===== src/rtl/memwb_stage.sv =====
// miniCPU memory-access / write-back stage: load/store handshake and one-cycle regfile write pulse.
// Optional MEMWB_BUSERR_EN adds a mem_ack timeout that aborts the access and sets sticky bus_err.
module memwb_stage #(
  parameter int unsigned DATA_W  = 16,
  parameter int unsigned TIMEOUT = 15
) (
  input  logic              clk,
  input  logic              rst_,
  input  logic              ex_valid,
  input  logic              ex_load,
  input  logic              ex_store,
  input  logic [2:0]        ex_dstE,
  input  logic [2:0]        ex_dstM,
  input  logic [DATA_W-1:0] ex_valE,
  input  logic [DATA_W-1:0] ex_valA,
  output logic              ex_stall,
  output logic              mem_req,
  output logic              mem_we,
  output logic [DATA_W-1:0] mem_addr,
  output logic [DATA_W-1:0] mem_wdata,
  input  logic              mem_ack,
  input  logic [DATA_W-1:0] mem_rdata,
  output logic [2:0]        dstM,
  output logic [2:0]        dstE,
  output logic [DATA_W-1:0] valM,
  output logic [DATA_W-1:0] valE,
  output logic              we_,
  output logic              bus_err
);

  localparam int unsigned REG_W = 3;

  typedef enum logic {IDLE, MEM_WAIT} state_e;

  state_e              state, state_d;
  logic                mem_req_d, mem_we_d, we_d;
  logic [DATA_W-1:0]   mem_addr_d, mem_wdata_d, valM_d, valE_d;
  logic [REG_W-1:0]    dstM_d, dstE_d;
  logic                cap_load, cap_load_d;
  logic [REG_W-1:0]    cap_dstE, cap_dstE_d, cap_dstM, cap_dstM_d;
  logic [DATA_W-1:0]   cap_valE, cap_valE_d;
  logic                bus_err_d;

`ifdef MEMWB_BUSERR_EN
  localparam int unsigned CNT_W = $clog2(TIMEOUT + 1);
  logic [CNT_W-1:0] wait_cnt, wait_cnt_d;
`endif

  assign ex_stall = (state == MEM_WAIT);

  // Next-state and next-output logic; non-retiring cycles leave we_ high and dst at R0.
  always_comb begin
    state_d     = state;
    mem_req_d   = mem_req;
    mem_we_d    = mem_we;
    mem_addr_d  = mem_addr;
    mem_wdata_d = mem_wdata;
    we_d        = 1'b1;
    dstM_d      = '0;
    dstE_d      = '0;
    valM_d      = valM;
    valE_d      = valE;
    cap_load_d  = cap_load;
    cap_dstE_d  = cap_dstE;
    cap_dstM_d  = cap_dstM;
    cap_valE_d  = cap_valE;
    bus_err_d   = bus_err;
`ifdef MEMWB_BUSERR_EN
    wait_cnt_d  = wait_cnt;
`endif
    case (state)
      IDLE: begin
        if (ex_valid) begin
          if (ex_load || ex_store) begin
            state_d     = MEM_WAIT;
            mem_req_d   = 1'b1;
            mem_addr_d  = ex_valE;
            mem_we_d    = ex_store && !ex_load;
            mem_wdata_d = ex_load ? '0 : ex_valA;
            cap_load_d  = ex_load;
            cap_dstE_d  = ex_dstE;
            cap_dstM_d  = ex_dstM;
            cap_valE_d  = ex_valE;
`ifdef MEMWB_BUSERR_EN
            wait_cnt_d  = '0;
`endif
          end else begin
            we_d   = 1'b0;
            dstE_d = ex_dstE;
            valE_d = ex_valE;
            valM_d = '0;
          end
        end
      end
      MEM_WAIT: begin
        if (mem_ack) begin
          state_d   = IDLE;
          mem_req_d = 1'b0;
          mem_we_d  = 1'b0;
          we_d      = 1'b0;
          dstE_d    = cap_dstE;
          valE_d    = cap_valE;
          dstM_d    = cap_load ? cap_dstM : '0;
          valM_d    = cap_load ? mem_rdata : '0;
        end
`ifdef MEMWB_BUSERR_EN
        // Timeout abort still retires, but loads write zero.
        else if (wait_cnt == CNT_W'(TIMEOUT - 1)) begin
          state_d   = IDLE;
          mem_req_d = 1'b0;
          mem_we_d  = 1'b0;
          we_d      = 1'b0;
          dstE_d    = cap_dstE;
          valE_d    = cap_valE;
          dstM_d    = cap_load ? cap_dstM : '0;
          valM_d    = '0;
          bus_err_d = 1'b1;
        end else begin
          wait_cnt_d = wait_cnt + CNT_W'(1);
        end
`endif
      end
      default: state_d = IDLE;
    endcase
  end

  always_ff @(posedge clk or negedge rst_) begin
    if (!rst_) begin
      state     <= IDLE;
      mem_req   <= 1'b0;
      mem_we    <= 1'b0;
      mem_addr  <= '0;
      mem_wdata <= '0;
      we_       <= 1'b1;
      dstM      <= '0;
      dstE      <= '0;
      valM      <= '0;
      valE      <= '0;
      cap_load  <= 1'b0;
      cap_dstE  <= '0;
      cap_dstM  <= '0;
      cap_valE  <= '0;
      bus_err   <= 1'b0;
    end else begin
      state     <= state_d;
      mem_req   <= mem_req_d;
      mem_we    <= mem_we_d;
      mem_addr  <= mem_addr_d;
      mem_wdata <= mem_wdata_d;
      we_       <= we_d;
      dstM      <= dstM_d;
      dstE      <= dstE_d;
      valM      <= valM_d;
      valE      <= valE_d;
      cap_load  <= cap_load_d;
      cap_dstE  <= cap_dstE_d;
      cap_dstM  <= cap_dstM_d;
      cap_valE  <= cap_valE_d;
      bus_err   <= bus_err_d;
    end
  end

`ifdef MEMWB_BUSERR_EN
  always_ff @(posedge clk or negedge rst_) begin
    if (!rst_) wait_cnt <= '0;
    else       wait_cnt <= wait_cnt_d;
  end
`endif

endmodule


===== config.mk =====
export PLATFORM = sky130hd
export DESIGN_NAME = memwb_stage
export DESIGN_NICKNAME = d
export VERILOG_FILES = /design/src/rtl/memwb_stage.sv
export SDC_FILE = /design/constraint.sdc
export NUM_CORES = 1
export LEC_CHECK = 0
export ABC_AREA = 0
export CORE_MARGIN = 8
export CORE_UTILIZATION = 30
export DETAILED_ROUTE_END_ITERATION = 8
export DONT_BUFFER_PORTS = 1
export GPL_TIMING_DRIVEN = 0
export MAX_ROUTING_LAYER = met4
export SLEW_MARGIN = 20
export SYNTH_ARGS = -nofsm -noshare
export SYNTH_HDL_FRONTEND = slang
export SYNTH_SLANG_ARGS = --single-unit

===== constraint.sdc =====
create_clock -name clk -period 4.4 [get_ports clk]
set_clock_uncertainty 0.1 [all_clocks]
set_input_delay 0.44 -clock clk [delete_from_list [all_inputs] [get_ports clk]]
set_output_delay 0.44 -clock clk [all_outputs]
set_load 0.005 [all_outputs]

======== Word-level counts from Yosys, hierarchy flattened ========
Index checks and enable logic that the tools add are counted.
word-level totals
  register bits ........................... 81
  input port bits ......................... 60
  output and inout bits ................... 75
  word-level logic and storage cells ...... 54
operators by class
  eq/ne operators ......................... 4
  multiplexer cells ....................... 30
  bitwise logic cells ..................... 1
  reductions and logical operators ........ 6
operator list
  cell                                           number
  two-way mux 16 bit                             8
  one-hot mux 16 bit (2 select lines)            2
  two-way mux 3 bit                              6
  two-way mux 1 bit                              9
  AND reduction 3 bit                            3
  inequality test 2 bit (second input constant)  4
  one-hot mux 1 bit (2 select lines)             4
  one-hot mux 3 bit (2 select lines)             1
  logical AND 1 bit                              1
  logical NOT 1 bit                              1
  logical OR 1 bit                               1
  NOT 1 bit                                      1

======== Depth between registers and ports, before layout ========
Gate-level depths: netlist of the first run.
  depth after elaboration ................. 5
  gate-level depth with buffers ........... 6
  mapped depth without buffers ............ 4

======== Worst setup path before layout of the first run ========
OpenSTA, ideal clock, no wires.
  kind .................................... reg2reg
  start ................................... register state, in the netlist ex_stall
  end ..................................... register valE[10]
  library setup time ...................... 0.125 ns
  data arrival time ....................... 1.528 ns
  required time ........................... 4.175 ns
  setup slack ............................. 2.647 ns
  stages on the path, launching flop included .. 7
  buffers on the path ..................... 3
  clock period less this slack ............ 1.753 ns
  cell sequence ........................... dfrtp_1 buf_6 nor4b_4 a21o_1 buf_6 buf_12 mux2_4
on the way
  cells in the longest elaborated chain, start to end .. 3
  elaborated cells between the ends (all ways) .. 6
  classes of those cells .................. eq/ne: 3; mux: 1; bitwise: 1; reduce/logical: 1
ends and longest elaborated chain
  what                             line  source
  start: declaration               35    state_e state, state_d;
  start signal: assignment         145   state <= state_d;
  NOT 1 bit (no line)              n/a
  inequality test 2 bit (no line)  n/a
  AND reduction 3 bit (no line)    n/a
  end signal: assignment           154   valE <= valE_d;
  end: declaration                 26    output logic [DATA_W-1:0] valE,
Parallel ways exist; a longest one is shown, timed or not.
A chain may end at the register's enable or synchronous reset.

======== Worst setup path in the final report of the first run ========
  start ................................... register state, in the netlist ex_stall
  end ..................................... register valE[11]
Same word-level chain as after synthesis.

==> results by group, run 1 <==
Synth
  – Async set-reset flop share out of synthesis: 100%
  – Yosys top cell by area: dfrtp_1
  – Synth top area share: between 60 and 70%
  – Mapped Nets: 290
  – Distinct cells, synth: 27
  – Number of synthesis warnings: 0
  – Synth area leaders: dfrtp_1 61%, mux2_2 15%, a22o_1 6.1%
  – Simple-Gate Fraction of Synth Area: 4.70%
  – Most common library cells after synthesis: 80 x dfrtp_1, 44 x mux2_2, 23 x a22o_1, 11 x inv_1, 11 x o21ai_0
  – Post-synthesis compound-gate area fraction: 9.48%
  – Top FF cell, synth: dfrtp_1
  – Synth Area in Adders: 0%
  – Largest family of logic cells by synthesized area: multiplexers
  – EDFF count, synth: 0
  – Most frequent cell after synthesis: dfrtp_1
  – Post-Synth XOR/XNOR Area: 0%
  – Avg Inst Size Synth: roughly 14 µm²
  – #FFs+latches synth: between 80 and 90
  – Instance count of the mapped netlist: 230
  – Area of the mapped netlist: roughly 3300 µm²
  – Register area share after synthesis: 61.4%
  – Mux share of post-synthesis cell area: about a fifth

Cells and area
  – Fillers: 1043
  – Area added between synthesis and finish: 13.4%
  – Share of cells above drive strength 1: approximately a third
  – N_diodes: 0
  – Final nets: between 300 and 400

GRT
  – Initial antenna violation count: 0
  – Overall global routing resource usage: 11.9%
  – Number of global-route vias before repair: ~2200
  – Global-route wire length before repair: 12900 µm
  – Largest net degree at the start of global routing: roughly 80
  – Remaining Overflow, GRT: 0

Setup path
  – Critical path arrival: around 2.2 ns
  – Worst path cell trace: buf_6 -> clkbuf_1 -> mux2_2 -> mux2_4
  – Crit-path max cell delay: between 0.5 and 0.6 ns
  – Kind of cell adding the most delay to the critical path: buffers and inverters
  – CP Launch Type: register
  – Worst Path Max Fanout: 10
  – Worst path slowest cell: clkbuf_1
  – Worst EP required: roughly 4.5 ns
  – CP Class: reg -> reg
  – Endpoint type of the worst setup path: register
  – Crit path buffers/inverters: 2

Clocking
  – Clk_lat worst skew: about 0.35 ns
  – Clk pin slew, worst setup/hold paths: 0.09 ns
  – Max clock buf depth: 2
  – Htree depth: 3
  – Clock Sinks: 81
  – Hold buffer count at CTS: 2
  – Inserted Clock Buffers: 9
  – Post-CTS resize count: 0
  – CTS tree: built
  – CTS root buf: clkbuf_8
  – Setup Buffers After CTS: 0

Placed design
  – Routability cong.: 0.674
  – Count of buffers from port buffering: 0
  – HPWL after DPL: 5910 µm

STA
  – Fin crit share: a little under half
  – RSZ-0062 raised after global routing: no
  – Fmax: 494 MHz
  – Worst hold slack: 0.117 ns
  – Setup_tns: 0 ns
  – Slew Limit Fails: 0
  – Final hold viol count: 0
  – Slew @ Worst Pin: about 0.66 ns
  – Max-slew headroom: between 50% and 60%
  – Final setup fails: 0
  – Min Tclk post-route: ~2 ns

Detailed routing
  – Drt wl/cell: 21.6 µm
  – Routed via count: just under 2000
  – Via/cell ratio: roughly 5
  – Drt drc: 0
  – Drt total wl: 8380 µm
  – First-iteration detailed-routing DRC count: approximately 100
  – Iteration count of the initial detailed-routing pass: 4
  – Post-route ant nets: 0

Power and ir drop
  – Worst vdd ir: between 200 and 250 µV
  – Pwr per Cell Area: between 500 and 600 nW/µm²
  – LEAKAGE: about 0.0017 µW

Die
  – Row cnt: 38
  – Core area: 10800 µm²
  – Initial Util: a little under a third
  – Die area: approximately 15000 µm²
  – Die height: ~120 µm
  – Die Wd: around 120 µm
  – Top Ports: approximately 140

Outcome
  – Run status: finished, final reports clean

Run
  – Max-cap violations: 0

Min path
  – Hold Crit Class: in -> reg
[state kept, by name (all words and copies together), names as in the netlist]
signal	count
valE	16
mem_we	1
valM	16
dstE	3
cap_load	1
ex_stall	1
mem_wdata	16
cap_valE	16
cap_dstM	3
dstM	3
we_	1
cap_dstE	3
mem_req	1
[final cells by class]
cell class | count | area, µm² | share of cell area (%)
buffer | 18 | 110 | 2.94
inverter | 12 | 45.0 | 1.20
sequential | 81 | 2030 | 54.2
clock inverter | 6 | 91.3 | 2.44
tap | 140 | 175 | 4.68
clock buffer | 10 | 138 | 3.68
timing repair buffer | 2 | 37.5 | 1.00
multi-input combinational | 119 | 1120 | 29.9
[metrics by stage]
stage	setup slack, ns	utilization, %	cells	total power, µW	instance area (µm²)
2_1_floorplan	2.65	-	230	1310	3300
3_3_place_gp	2.38	32.2	370	1400	3480
3_5_place_dp	2.32	32.2	370	1420	3480
4_1_cts	2.31	34.7	388	2060	3740
5_1_grt	2.27	34.7	388	2140	3740
6_report	2.38	34.7	388	2020	3740
[worst register-to-register path, stage by stage, from the launching register on]
cell      delay [ns]
dfrtp_1         0.41
buf_6           0.19
clkbuf_1        0.53
mux2_2          0.43
mux2_4          0.26
[placed cells by master, fill, tap and decap left out, types with 5 or more instances in the layout]
cell	n
dfrtp_1	80
o21ai_0	11
a22o_1	23
nand4_1	10
buf_2	6
clkbuf_1	8
mux2_4	10
mux2_2	44
nand2_1	5
clkbuf_8	10
inv_1	11
[power by group]
group	switching (µW)	leakage, µW	internal, µW	total (µW)
Combinational	137	0.000537	199	336
Clock	275	0.000105	336	611
Sequential	153	0.00101	918	1070
Total	565	0.00165	1450	2020
[kinds of logic after synthesis]
family / count (synthesis)
DFF: 81
other: 1
and+or+nand+nor: 23
buffers and inverters: 30
AOI/OAI and AO/OA: 41
muxes: 54
[final timing paths]
check                      cells after the start        start  slack (ns)            end
min in group asynchronous                      2         rst_        0.52       ex_stall
hold reg to reg                                1  cap_dstM[1]        0.39        dstM[1]
max in group asynchronous                      2         rst_        3.28   mem_wdata[6]
hold / removal                                 1  ex_valA[14]        0.12  mem_wdata[14]
setup reg to reg                               4     ex_stall        2.38       valE[11]
setup / recovery                               4     ex_stall        2.38       valE[11]
[per-layer routing]
| layer | part of all wire [%] | vias up | track usage (%) |
|---|---|---|---|
| li1 | - | 847 | - |
| met1 | 40 | 995 | 13.4 |
| met2 | 48 | 86 | 18.4 |
| met3 | 11 | 12 | 5.30 |
| met4 | 1.7 | 0 | 4.29 |
| met5 | 0 | - | - |
No activity file was read; power rests on OpenSTA's default activity.
==> inputs of run 2 (changes only) <==
Settings changed: ABC_AREA 0 to 1.
Clock period 4.4 ns to 1.6 ns, I/O delays scaled along.
==> run 2 against run 1 <==
- combinational power grew to 2.7 times the previous value
- largest power group unchanged
- register-to-register slack got worse by 2.3 ns
- final cell count increased by 54%
- first-iteration DRC count up 110%
- routed wire length is 23% higher
- synthesized cell count grew 67%
- sequential power rose to 2.7 times the previous value
- the flow now finishes with violations (negative hold slack)
- fmax up 36%
- sequential cell count is the same
- critical path depth rose by 3
- via count is 48% higher
- non-clock buffer count rose by 61
- critical endpoint is now cap_valE[7]
==> results by group, run 2 <==
Outcome
  – Run status: finished, violations left
  – Failing checks: negative hold slack

Clocking
  – Max clock buf depth: 2 (unchanged)
  – Hold buffer count at CTS: 58 (+56)
  – Inserted Clock Buffers: 9 (unchanged)
  – CTS tree: built
  – Clk pin slew, worst setup/hold paths: 0.06 ns (-0.03 ns)
  – CTS root buf: clkbuf_16
  – Clock Sinks: 81 (unchanged)
  – Htree depth: 3 (unchanged)
  – Clk_lat worst skew: 0.33 ns (-0.02 ns)

Synth
  – Register area share after synthesis: 59.6% (-1.9 points)
  – Yosys top cell by area: dfrtp_1
  – Most frequent cell after synthesis: nand2_1
  – #FFs+latches synth: 81 (unchanged)
  – Synth area leaders: dfrtp_1 59%, nand2_1 15%, nand3_1 7.2%
  – Top FF cell, synth: dfrtp_1
  – Mapped Nets: 443 (+53%)
  – Most common library cells after synthesis: 135 x nand2_1, 80 x dfrtp_1, 49 x nand3_1, 32 x o21ai_0, 29 x inv_1
  – EDFF count, synth: 0 (unchanged)
  – Area of the mapped netlist: 3400 µm² (+3.1%)
  – Synth top area share: 58.8% (-1.9 points)
  – Async set-reset flop share out of synthesis: 100% (unchanged)
  – Distinct cells, synth: 20 (-26%)
  – Avg Inst Size Synth: 8.89 µm² (-38%)
  – Instance count of the mapped netlist: 383 (+67%)
  – Number of synthesis warnings: 0 (unchanged)

Detailed routing
  – Drt total wl: 10300 µm (+23%)
  – Highest routed layer: met4
  – Met2 Wirelength: 5180 µm (+30%)
  – Via/cell ratio: 4.78 (-4.4%)
  – First-iteration detailed-routing DRC count: 222 (+110%)
  – Drt drc: 0 (unchanged)
  – Post-route ant nets: 0 (unchanged)
  – Routed via count: 2863 (+48%)
  – Iteration count of the initial detailed-routing pass: 5 (+1)
  – WL met3: 814 µm (-7.9%)
  – Metal-1 WL: 4200 µm (+25%)
  – Drt wl/cell: 17.3 µm (-20%)

Setup path
  – Flop-to-flop setup slack: 0.11 ns (-2.26 ns)
  – CP Class: reg -> reg
  – Worst flop-to-flop path endpoint: cap_valE[7]
  – Worst EP required: 1.71 ns (-2.83 ns)
  – Endpoint type of the worst setup path: register
  – R2r startpoint: ex_stall
  – Worst Path Max Fanout: 10 (unchanged)
  – Critical path arrival: 1.60 ns (-0.57 ns)
  – Worst setup path start: ex_stall
  – CP Launch Type: register
  – Worst-case reg-to-reg path depth: 7 (+3)

Cells and area
  – Most frequent cells in the layout: 135 x nand2_1, 80 x dfrtp_1, 58 x dlygate4sd3_1
  – Most common cell after layout, fill and taps aside: nand2_1
  – Share of cells above drive strength 1: 9.43% (-25 points)
  – Area added between synthesis and finish: 31.1%
  – Fin cells: 599 (+54%)
  – Final nets: 512 (+69%)
  – N_diodes: 0 (unchanged)
  – Fillers: 1122 (+7.6%)

Power and ir drop
  – Pwr per Cell Area: 1300 nW/µm² (+140%)
  – LEAKAGE: 0.00228 µW (+38%)
  – Worst vdd ir: 433 µV (+75%)

STA
  – Worst hold slack: -0.572 ns (-0.688 ns)
  – Min Tclk post-route: 1.49 ns (-0.536 ns)
  – Fmax: 672 MHz (+36%)
  – RSZ-0062 raised after global routing: no
  – Setup WS post-layout: 0.112 ns (-2.26 ns)
  – Final hold viol count: 81 (+81)
  – Setup_tns: 0 ns (unchanged)
  – Fin crit share: 93.0% (+47 points)
  – Slew Limit Fails: 0 (unchanged)
  – Final setup fails: 0 (unchanged)

Placed design
  – Placed Cells incl. Taps: 526 (+42%)
  – Dpl ws: 0.0688 ns (-2.25 ns)
  – HPWL after DPL: 7320 µm (+24%)
  – Routability cong.: 0.825 (+22%)
  – Count of buffers from port buffering: 0 (unchanged)

GRT
  – Overall global routing resource usage: 14.6% (+2.7 points)
  – Largest net degree at the start of global routing: 82 (unchanged)
  – Number of global-route vias before repair: 2970 (+35%)
  – Remaining Overflow, GRT: 0 (unchanged)
  – Initial antenna violation count: 0 (unchanged)
  – Global-route wire length before repair: 16300 µm (+26%)

Die
  – Die Wd: 123 µm (+1.4%)
  – Die area: 15000 µm² (+2.7%)
  – Initial Util: 30.3% (-0.25 points)
  – Core area: 11200 µm² (+4.0%)
  – Top Ports: 135 (unchanged)
  – Row cnt: 39 (+2.6%)
  – Die height: 123 µm (+1.4%)

Run
  – Max-cap violations: 0 (unchanged)

Min path
  – Hold Crit Class: in -> async
[run 2: timing repair]
item / in CTS / in global routing
endpoints found under the setup margin: 0 / 11
buffers inserted: 0 / 0
resized for setup: 0 / 4
hold endpoints to repair: 143 / 81
[run 2: logic make-up after synthesis]
| logic type | Yosys count | share of synthesized area (%) |
|---|---|---|
| AOI/OAI and AO/OA | 43 | 6.43 |
| buffers and inverters | 53 | 7.53 |
| DFF | 81 | 59.6 |
| other | 1 | 0.110 |
| and+or+nand+nor | 205 | 26.4 |
[run 2: layer usage]
metal,vias up,global-route usage (%)
met5,-,-
met4,0,5.94
met3,13,4.00
met2,112,23.8
met1,1376,16.7
li1,1362,-
[run 2: worst max path at each step]
| stage | to | slack, ns | cells past startpoint |
|---|---|---|---|
| global placement | cap_valE[3] | 0.1 | 7 |
| global route | valE[14] | 0.002 | 7 |
| detailed placement | cap_valE[6] | 0.07 | 7 |
| floorplan | cap_valE[3] | 0.25 | 7 |
| CTS | cap_dstE[2] | 0.05 | 5 |
| finish | cap_valE[7] | 0.11 | 7 |
[run 2: metrics by stage]
stage / cell area [µm²] / hold slack [ns] / utilization [%] / total power [µW]
2_1_floorplan: 3400 / -0.236 / - / 3360
3_3_place_gp: 3580 / -0.232 / 31.9 / 3640
3_5_place_dp: 3580 / -0.231 / 31.9 / 3690
4_1_cts: 4460 / -0.593 / 39.7 / 5910
5_1_grt: 4460 / -0.596 / 39.8 / 6180
6_report: 4460 / -0.572 / 39.8 / 5820
[run 2: report_power, final]
group | leakage, µW | internal (µW) | total, µW | switching, µW
Clock | 0.000148 | 1280 | 2060 | 783
Combinational | 0.00109 | 383 | 894 | 511
Sequential | 0.00104 | 2460 | 2860 | 399
Total | 0.00228 | 4130 | 5820 | 1690
[run 2: critical path, cell delays in order, from the launching register on]
cell and delay [ns]:
dfrtp_1 0.41, buf_6 0.16, nor2_8 0.18, nand2_2 0.10, buf_6 0.15, buf_6 0.14, nand2_1 0.05, o21ai_1 0.07
[run 2: final cells by class]
cell class | count | area (µm²) | share of cell area (%)
sequential | 81 | 2030 | 45.4
multi-input combinational | 249 | 1120 | 25.1
timing repair buffer | 58 | 581 | 13.0
clock buffer | 12 | 256 | 5.75
tap | 143 | 179 | 4.01
buffer | 23 | 146 | 3.28
inverter | 30 | 113 | 2.52
clock inverter | 3 | 40.0 | 0.897
